File: config.mk
export PLATFORM = sky130hd
export DESIGN_NAME = fu_wb_arbiter
export DESIGN_NICKNAME = d
export VERILOG_FILES = /design/src/rtl/fu_wb_arbiter.sv
export SDC_FILE = /design/constraint.sdc
export NUM_CORES = 1
export LEC_CHECK = 0
export ABC_CLOCK_PERIOD_IN_PS = 27000
export CAP_MARGIN = 40
export CORE_MARGIN = 5
export CORE_UTILIZATION = 50
export CTS_CLUSTER_DIAMETER = 60
export CTS_CLUSTER_SIZE = 16
export DETAILED_ROUTE_END_ITERATION = 8
export PLACE_DENSITY = 0.73
export RECOVER_POWER = 25
export SYNTH_ARGS = -nofsm -noshare
export SYNTH_HDL_FRONTEND = slang
export SYNTH_SLANG_ARGS = --single-unit
File: constraint.sdc
create_clock -name clk_i -period 27 [get_ports clk_i]
set_input_delay 6.75 -clock clk_i [delete_from_list [all_inputs] [get_ports clk_i]]
set_output_delay 6.75 -clock clk_i [all_outputs]
set_load 0.02 [all_outputs]
File: src/rtl/fu_wb_arbiter.sv
// rtl/fu_wb_arbiter.sv - writeback arbiter: per-channel result FIFOs sharing one registered scoreboard port.
// Define FU_WB_ARB_FIXED_PRIO_EN for lowest-index-first grant instead of round-robin.
module fu_wb_arbiter #(
  parameter int NUM_REQ       = 4,
  parameter int DATA_WIDTH    = 64,
  parameter int TRANS_ID_BITS = 3,
  parameter int FIFO_DEPTH    = 2
) (
  input  logic                              clk_i,
  input  logic                              rst_i,
  input  logic                              flush_i,
  input  logic [NUM_REQ-1:0]                req_valid_i,
  output logic [NUM_REQ-1:0]                req_ready_o,
  input  logic [NUM_REQ*DATA_WIDTH-1:0]     req_result_i,
  input  logic [NUM_REQ*TRANS_ID_BITS-1:0]  req_trans_id_i,
  input  logic [NUM_REQ-1:0]                req_ex_valid_i,
  input  logic [NUM_REQ*DATA_WIDTH-1:0]     req_ex_cause_i,
  output logic                              wb_valid_o,
  input  logic                              wb_ready_i,
  output logic [DATA_WIDTH-1:0]             wb_result_o,
  output logic [TRANS_ID_BITS-1:0]          wb_trans_id_o,
  output logic                              wb_ex_valid_o,
  output logic [DATA_WIDTH-1:0]             wb_ex_cause_o,
  output logic [$clog2(NUM_REQ)-1:0]        wb_src_o
);
  localparam int SRC_W = $clog2(NUM_REQ);
  localparam int PTR_W = $clog2(FIFO_DEPTH);
  localparam int CNT_W = PTR_W + 1;

  logic [DATA_WIDTH-1:0]    res_q   [NUM_REQ][FIFO_DEPTH];
  logic [DATA_WIDTH-1:0]    res_d   [NUM_REQ][FIFO_DEPTH];
  logic [TRANS_ID_BITS-1:0] id_q    [NUM_REQ][FIFO_DEPTH];
  logic [TRANS_ID_BITS-1:0] id_d    [NUM_REQ][FIFO_DEPTH];
  logic [DATA_WIDTH-1:0]    cause_q [NUM_REQ][FIFO_DEPTH];
  logic [DATA_WIDTH-1:0]    cause_d [NUM_REQ][FIFO_DEPTH];
  logic [FIFO_DEPTH-1:0]    exv_q   [NUM_REQ];
  logic [FIFO_DEPTH-1:0]    exv_d   [NUM_REQ];
  logic [PTR_W-1:0]         wr_ptr_q [NUM_REQ];
  logic [PTR_W-1:0]         wr_ptr_d [NUM_REQ];
  logic [PTR_W-1:0]         rd_ptr_q [NUM_REQ];
  logic [PTR_W-1:0]         rd_ptr_d [NUM_REQ];
  logic [CNT_W-1:0]         cnt_q    [NUM_REQ];
  logic [CNT_W-1:0]         cnt_d    [NUM_REQ];

  logic                     wb_valid_q, wb_valid_d;
  logic [DATA_WIDTH-1:0]    wb_result_q, wb_result_d;
  logic [TRANS_ID_BITS-1:0] wb_id_q, wb_id_d;
  logic                     wb_exv_q, wb_exv_d;
  logic [DATA_WIDTH-1:0]    wb_cause_q, wb_cause_d;
  logic [SRC_W-1:0]         wb_src_q, wb_src_d;
`ifndef FU_WB_ARB_FIXED_PRIO_EN
  logic [SRC_W-1:0]         rr_q, rr_d;
`endif

  logic [NUM_REQ-1:0] ready;
  logic [NUM_REQ-1:0] nonempty;
  logic [NUM_REQ-1:0] push;
  logic [SRC_W-1:0]   grant;
  logic [SRC_W-1:0]   idx;
  logic               found;
  logic               load;

  // Ready looks only at the stored count so a full FIFO never relies on a same-edge pop.
  always_comb begin
    for (int k = 0; k < NUM_REQ; k++) begin
      ready[k]    = cnt_q[k] < CNT_W'(FIFO_DEPTH);
      nonempty[k] = cnt_q[k] != '0;
      push[k]     = req_valid_i[k] & ready[k];
    end
  end

  always_comb begin
    grant = '0;
    found = 1'b0;
    idx   = '0;
    for (int i = 0; i < NUM_REQ; i++) begin
`ifdef FU_WB_ARB_FIXED_PRIO_EN
      idx = SRC_W'(i);
`else
      idx = SRC_W'((int'(rr_q) + i) % NUM_REQ);
`endif
      if (!found && nonempty[idx]) begin
        found = 1'b1;
        grant = idx;
      end
    end
  end

  assign load = (!wb_valid_q || wb_ready_i) && found;

  always_comb begin
    res_d       = res_q;
    id_d        = id_q;
    cause_d     = cause_q;
    exv_d       = exv_q;
    wr_ptr_d    = wr_ptr_q;
    rd_ptr_d    = rd_ptr_q;
    cnt_d       = cnt_q;
    wb_valid_d  = wb_valid_q;
    wb_result_d = wb_result_q;
    wb_id_d     = wb_id_q;
    wb_exv_d    = wb_exv_q;
    wb_cause_d  = wb_cause_q;
    wb_src_d    = wb_src_q;
`ifndef FU_WB_ARB_FIXED_PRIO_EN
    rr_d        = rr_q;
`endif
    if (flush_i) begin
      for (int k = 0; k < NUM_REQ; k++) begin
        wr_ptr_d[k] = '0;
        rd_ptr_d[k] = '0;
        cnt_d[k]    = '0;
      end
      wb_valid_d = 1'b0;
`ifndef FU_WB_ARB_FIXED_PRIO_EN
      rr_d       = '0;
`endif
    end else begin
      for (int k = 0; k < NUM_REQ; k++) begin
        if (push[k]) begin
          res_d[k][wr_ptr_q[k]]   = req_result_i[k*DATA_WIDTH +: DATA_WIDTH];
          id_d[k][wr_ptr_q[k]]    = req_trans_id_i[k*TRANS_ID_BITS +: TRANS_ID_BITS];
          cause_d[k][wr_ptr_q[k]] = req_ex_cause_i[k*DATA_WIDTH +: DATA_WIDTH];
          exv_d[k][wr_ptr_q[k]]   = req_ex_valid_i[k];
          wr_ptr_d[k]             = wr_ptr_q[k] + 1'b1;
        end
        if (load && grant == SRC_W'(k)) begin
          rd_ptr_d[k] = rd_ptr_q[k] + 1'b1;
        end
        cnt_d[k] = cnt_q[k] + CNT_W'(push[k]) - CNT_W'(load && grant == SRC_W'(k));
      end
      if (load) begin
        wb_valid_d  = 1'b1;
        wb_result_d = res_q[grant][rd_ptr_q[grant]];
        wb_id_d     = id_q[grant][rd_ptr_q[grant]];
        wb_cause_d  = cause_q[grant][rd_ptr_q[grant]];
        wb_exv_d    = exv_q[grant][rd_ptr_q[grant]];
        wb_src_d    = grant;
`ifndef FU_WB_ARB_FIXED_PRIO_EN
        rr_d        = (grant == SRC_W'(NUM_REQ - 1)) ? '0 : grant + 1'b1;
`endif
      end else if (!wb_valid_q || wb_ready_i) begin
        wb_valid_d = 1'b0;
      end
    end
  end

  always_ff @(posedge clk_i) begin
    if (rst_i) begin
      for (int k = 0; k < NUM_REQ; k++) begin
        wr_ptr_q[k] <= '0;
        rd_ptr_q[k] <= '0;
        cnt_q[k]    <= '0;
      end
      wb_valid_q  <= 1'b0;
      wb_result_q <= '0;
      wb_id_q     <= '0;
      wb_exv_q    <= 1'b0;
      wb_cause_q  <= '0;
      wb_src_q    <= '0;
`ifndef FU_WB_ARB_FIXED_PRIO_EN
      rr_q        <= '0;
`endif
    end else begin
      wr_ptr_q    <= wr_ptr_d;
      rd_ptr_q    <= rd_ptr_d;
      cnt_q       <= cnt_d;
      wb_valid_q  <= wb_valid_d;
      wb_result_q <= wb_result_d;
      wb_id_q     <= wb_id_d;
      wb_exv_q    <= wb_exv_d;
      wb_cause_q  <= wb_cause_d;
      wb_src_q    <= wb_src_d;
`ifndef FU_WB_ARB_FIXED_PRIO_EN
      rr_q        <= rr_d;
`endif
    end
  end

  // Entry storage is only meaningful below the count, so it needs no reset.
  always_ff @(posedge clk_i) begin
    res_q   <= res_d;
    id_q    <= id_d;
    cause_q <= cause_d;
    exv_q   <= exv_d;
  end

  assign req_ready_o   = ready;
  assign wb_valid_o    = wb_valid_q;
  assign wb_result_o   = wb_result_q;
  assign wb_trans_id_o = wb_id_q;
  assign wb_ex_valid_o = wb_exv_q;
  assign wb_ex_cause_o = wb_cause_q;
  assign wb_src_o      = wb_src_q;

endmodule

==> results_tabular.tex <==
\begin{tabular}{lr}
\hline
Metric & Value \\
\hline
\multicolumn{2}{l}{\textbf{Clock tree}} \\
\quad Source-to-sink clock delay at the later pin of the worst-skew pair & 0.70 ns \\
\quad CTS tree & built \\
\quad Total clock buffers created by CTS & 104 \\
\quad H-tree depth & 3 \\
\quad CTS resizes & 0 \\
\quad Maximum number of buffers from clock root to sink & 3 \\
\quad Number of setup buffers added after CTS & 0 \\
\quad Total number of clock tree sinks & 1209 \\
\quad CTS hold repair buffers & 0 \\
\quad Clock transition at the register clock pins on the worst setup and hold paths after CTS & 0.08 ns \\
\quad Clock tree root driver cell & clkbuf\_16 \\
\multicolumn{2}{l}{\textbf{Layout}} \\
\quad Number of filler cells placed in the layout & 7664 \\
\quad Number of nets at the end of the flow & 4831 \\
\quad Leading cell types in the layout, fill and taps excluded & edfxtp\_1, o211ai\_1, inv\_1 \\
\quad Area occupied by multi-input gates & 12900 um\^{}2 \\
\quad Final Util & 61.6\% \\
\quad Layout Area Growth over Synthesis & 22.2\% \\
\quad Fraction of layout instances using a drive strength above 1 & 6.01\% \\
\quad Commonest non-fill, non-tap cell in the layout & edfxtp\_1 \\
\quad Sequential Area & 34800 um\^{}2 \\
\multicolumn{2}{l}{\textbf{Timing}} \\
\quad Worst clock skew & 0.0221 ns \\
\quad Worst rel slew slack & 11.1\% \\
\quad Time the worst path needs with I/O delays and setup & 9.20 ns \\
\quad Number of setup violations in the final report & 0 \\
\quad Final cycle utilization of the critical path & 34.1\% \\
\quad Unrepaired setup endpoints after global routing & false \\
\quad Endpoints failing hold & 0 \\
\quad Pin slew with the least headroom to its limit & 1.33 ns \\
\quad Max Freq & 0.109 GHz \\
\quad Setup TNS & 0 ns \\
\quad Final Max Tran Viols & 0 \\
\multicolumn{2}{l}{\textbf{Hold path}} \\
\quad Cell depth of the worst hold path & 2 \\
\quad Worst Hold End & wb\_ex\_cause\_o[50] \\
\quad Worst hold path startpoint & wb\_ex\_cause\_o[50] \\
\quad Class of the tightest hold or removal check & flop to flop \\
\multicolumn{2}{l}{\textbf{Synth}} \\
\quad Yosys top cell by area & edfxtp\_1 \\
\quad Netlist area before placement & 51400 um\^{}2 \\
\quad Fraction of the yosys area taken by sequential cells & 67.6\% \\
\quad Number of nets produced by synthesis & 4438 \\
\quad Fraction of registers with async set/reset & 0\% \\
\quad Post-Synth XOR/XNOR Area & 0.272\% \\
\quad Top-area cell type share of the netlist area & 61.7\% \\
\quad Synthesis Warnings & 0 \\
\quad Share of synthesized area spent on multiplexers & 0\% \\
\quad Ranking of synthesized cells by area & edfxtp\_1, o211ai\_1, dfxtp\_1 \\
\quad Synthesized-area fraction occupied by adder cells & 0.195\% \\
\quad Synthesized-area fraction occupied by ao, oa, aoi and oai cells & 21.2\% \\
\quad Top\_reg\_cell synth & edfxtp\_1 \\
\quad Count of different cell masters after synthesis & 41 \\
\quad Number of enable flip-flop cells after synthesis & 1056 \\
\quad Gate count after technology mapping & 3894 \\
\quad Dominant combinational cell family by area after synthesis & compound AO/OA/AOI/OAI gates \\
\quad Flop and latch count out of synthesis & 1209 \\
\quad Share of synthesized cell area in and, or, nand and nor gates & 3.11\% \\
\quad Mapped Avg Cell Area & 13.2 um\^{}2 \\
\multicolumn{2}{l}{\textbf{Place}} \\
\quad Detailed-placement wirelength estimate & 98200 um \\
\quad RePlAce Congestion & 0.831 \\
\quad Count of input and output buffers & 674 \\
\multicolumn{2}{l}{\textbf{Critical path}} \\
\quad Most repeated library cell on the critical path & buf\_4 \\
\quad Logic depth of the worst register-to-register path & 11 \\
\quad Critical path start-end classification & input pin to flop \\
\quad Worst-path maximum fanout & 75 \\
\quad Worst Setup End Kind & flop \\
\quad Family with the most delay on the worst path & buffers and inverters \\
\quad Largest stage delay, worst path & 0.73 ns \\
\quad Required time reported for the critical path endpoint & 27.60 ns \\
\quad Reg-to-reg endpoint & wb\_result\_o[54] \\
\quad Worst path cell trace & clkdlybuf4s50\_1 > nand2b\_1 > nand2\_1 > nor2\_4 > buf\_4 > buf\_4 > nor2\_1 > a311oi\_1 \\
\quad Crit start category & input pin \\
\quad RR Startpoint & cnt\_q[6] \\
\quad Arrival @ worst endpoint & 9.79 ns \\
\quad Setup slack, reg-to-reg & 20.77 ns \\
\quad Highest-delay cell along the critical path & buf\_4 \\
\quad Buf+Inv Stages, Crit Path & 3 \\
\multicolumn{2}{l}{\textbf{GRT}} \\
\quad First-pass GRT wire length & 243000 um \\
\quad Initial antenna violation count & 112 \\
\quad Total congestion overflow & 0 \\
\quad Total routing resource utilization after global routing & 29.8\% \\
\quad Maximum number of pins on one net before global-route repair & 209 \\
\quad Via count of the first global-routing pass & 36900 \\
\multicolumn{2}{l}{\textbf{Floorplanning}} \\
\quad Core footprint & 102000 um\^{}2 \\
\quad Die Wd & 331 um \\
\quad Starting Density & 50.4\% \\
\quad I/O pin total & 675 \\
\quad Full die area & 109000 um\^{}2 \\
\quad Overall die height & 331 um \\
\quad Number of cell rows & 117 \\
\multicolumn{2}{l}{\textbf{Route}} \\
\quad Number of design-rule violations left by the first detailed-router iteration & 4845 \\
\quad Vias/cell & 6.57 \\
\quad Routed WL per cell & 28.8 um \\
\quad Antenna-violating nets left & 0 \\
\quad Detailed Routing Iterations Pass 1 & 5 \\
\quad Detailed-route DRC error count & 0 \\
\quad Via count & 38400 \\
\quad Sum of routed wire length over all layers & 168000 um \\
\multicolumn{2}{l}{\textbf{Run status}} \\
\quad Result of the run & complete, no violations \\
\multicolumn{2}{l}{\textbf{Job}} \\
\quad Max-cap violations & 0 \\
\multicolumn{2}{l}{\textbf{Power and ir drop}} \\
\quad Peak VDD IR & 227 uV \\
\quad Cell leakage power & 20.6 nW \\
\quad Pwr Density & 130 nW/um\^{}2 \\
\hline
\end{tabular}
## per-stage QoR
step,setup slack (ns),cells,power (mW),cell area (um^2),hold WS [ns]
3_5_place_dp,17.26,5549,6.55,59100,0.491
4_1_cts,17.96,5745,8.09,62600,0.502
6_report,17.80,5842,8.15,62900,0.499
2_1_floorplan,9.62,3894,5.00,51400,0.484
5_1_grt,17.74,5811,8.51,62800,0.505
3_3_place_gp,17.21,5534,6.31,58700,0.485
## area by class of cell
cell class	count	area share, %
antenna	97	0.386
clock buffer	143	4.55
clock inverter	53	1.00
inverter	541	3.23
multi-input combinational	1686	20.5
sequential	1209	55.3
tap	1368	2.72
timing repair buffer	745	12.3
## registers in the layout, indices dropped and copies added, names as in the netlist
name / cells
wb_valid_o: 1
wr_ptr_q: 4
exv_q: 8
res_q: 512
rr_q: 2
id_q: 24
rd_ptr_q: 4
wb_ex_valid_o: 1
cnt_q: 8
wb_trans_id_o: 3
wb_ex_cause_o: 64
wb_src_o: 2
wb_result_o: 64
cause_q: 512
## kinds of logic after synthesis
logic type / count (synthesis)
xor gates and xnor gates: 16
adders and majority gates: 8
DFF: 1209
AOI/OAI and AO/OA: 1341
and+or+nand+nor: 321
buffers and inverters: 999
## worst max path at each step
| stage | from | end | slack (ns) | cells past startpoint |
|---|---|---|---|---|
| after floorplan | flush_i | cause_q[0] | 9.62 | 2 |
| after global placement | flush_i | cause_q[36] | 17.21 | 4 |
| after detailed placement | flush_i | wb_result_o[30] | 17.26 | 6 |
| after CTS | wb_ready_i | wb_result_o[48] | 17.96 | 8 |
| after global routing | wb_ready_i | wb_ex_cause_o[62] | 17.74 | 8 |
| final | wb_ready_i | wb_result_o[48] | 17.80 | 8 |
## worst register-to-register path: cells and delay by family, from the launching register on
| family | cells | cell delay, ns |
|---|---|---|
| AOI/OAI and AO/OA | 5 | 1.93 |
| buffers and inverters | 5 | 3.38 |
| DFF | 1 | 0.32 |
| and+or+nand+nor | 1 | 0.45 |
## per-layer routing
metal	global-route usage [%]	vias up	wire (um)
li1	-	16500	-
met1	40.0	19000	63300
met2	46.2	2383	80400
met3	6.30	413	16200
met4	15.5	26	8060
met5	0	-	159
## where the power goes
group | switching (mW) | total [mW] | internal [mW]
clock network | 0.703 | 1.55 | 0.843
registers | 0.0736 | 2.27 | 2.20
logic | 3.08 | 4.33 | 1.25
## cells in the mapped netlist (5+ instances only)
cell	number
a311oi_1	132
and2_1	5
buf_1	11
buf_2	79
buf_6	6
clkbuf_1	359
dfxtp_1	153
edfxtp_1	1056
ha_1	8
inv_1	541
nand2_1	8
nand4_1	134
nor2_1	154
nor3_1	6
o2111ai_1	264
o211ai_1	662
o221ai_1	264
xnor2_1	12
Note: power is estimated with default switching activity, not from simulation.
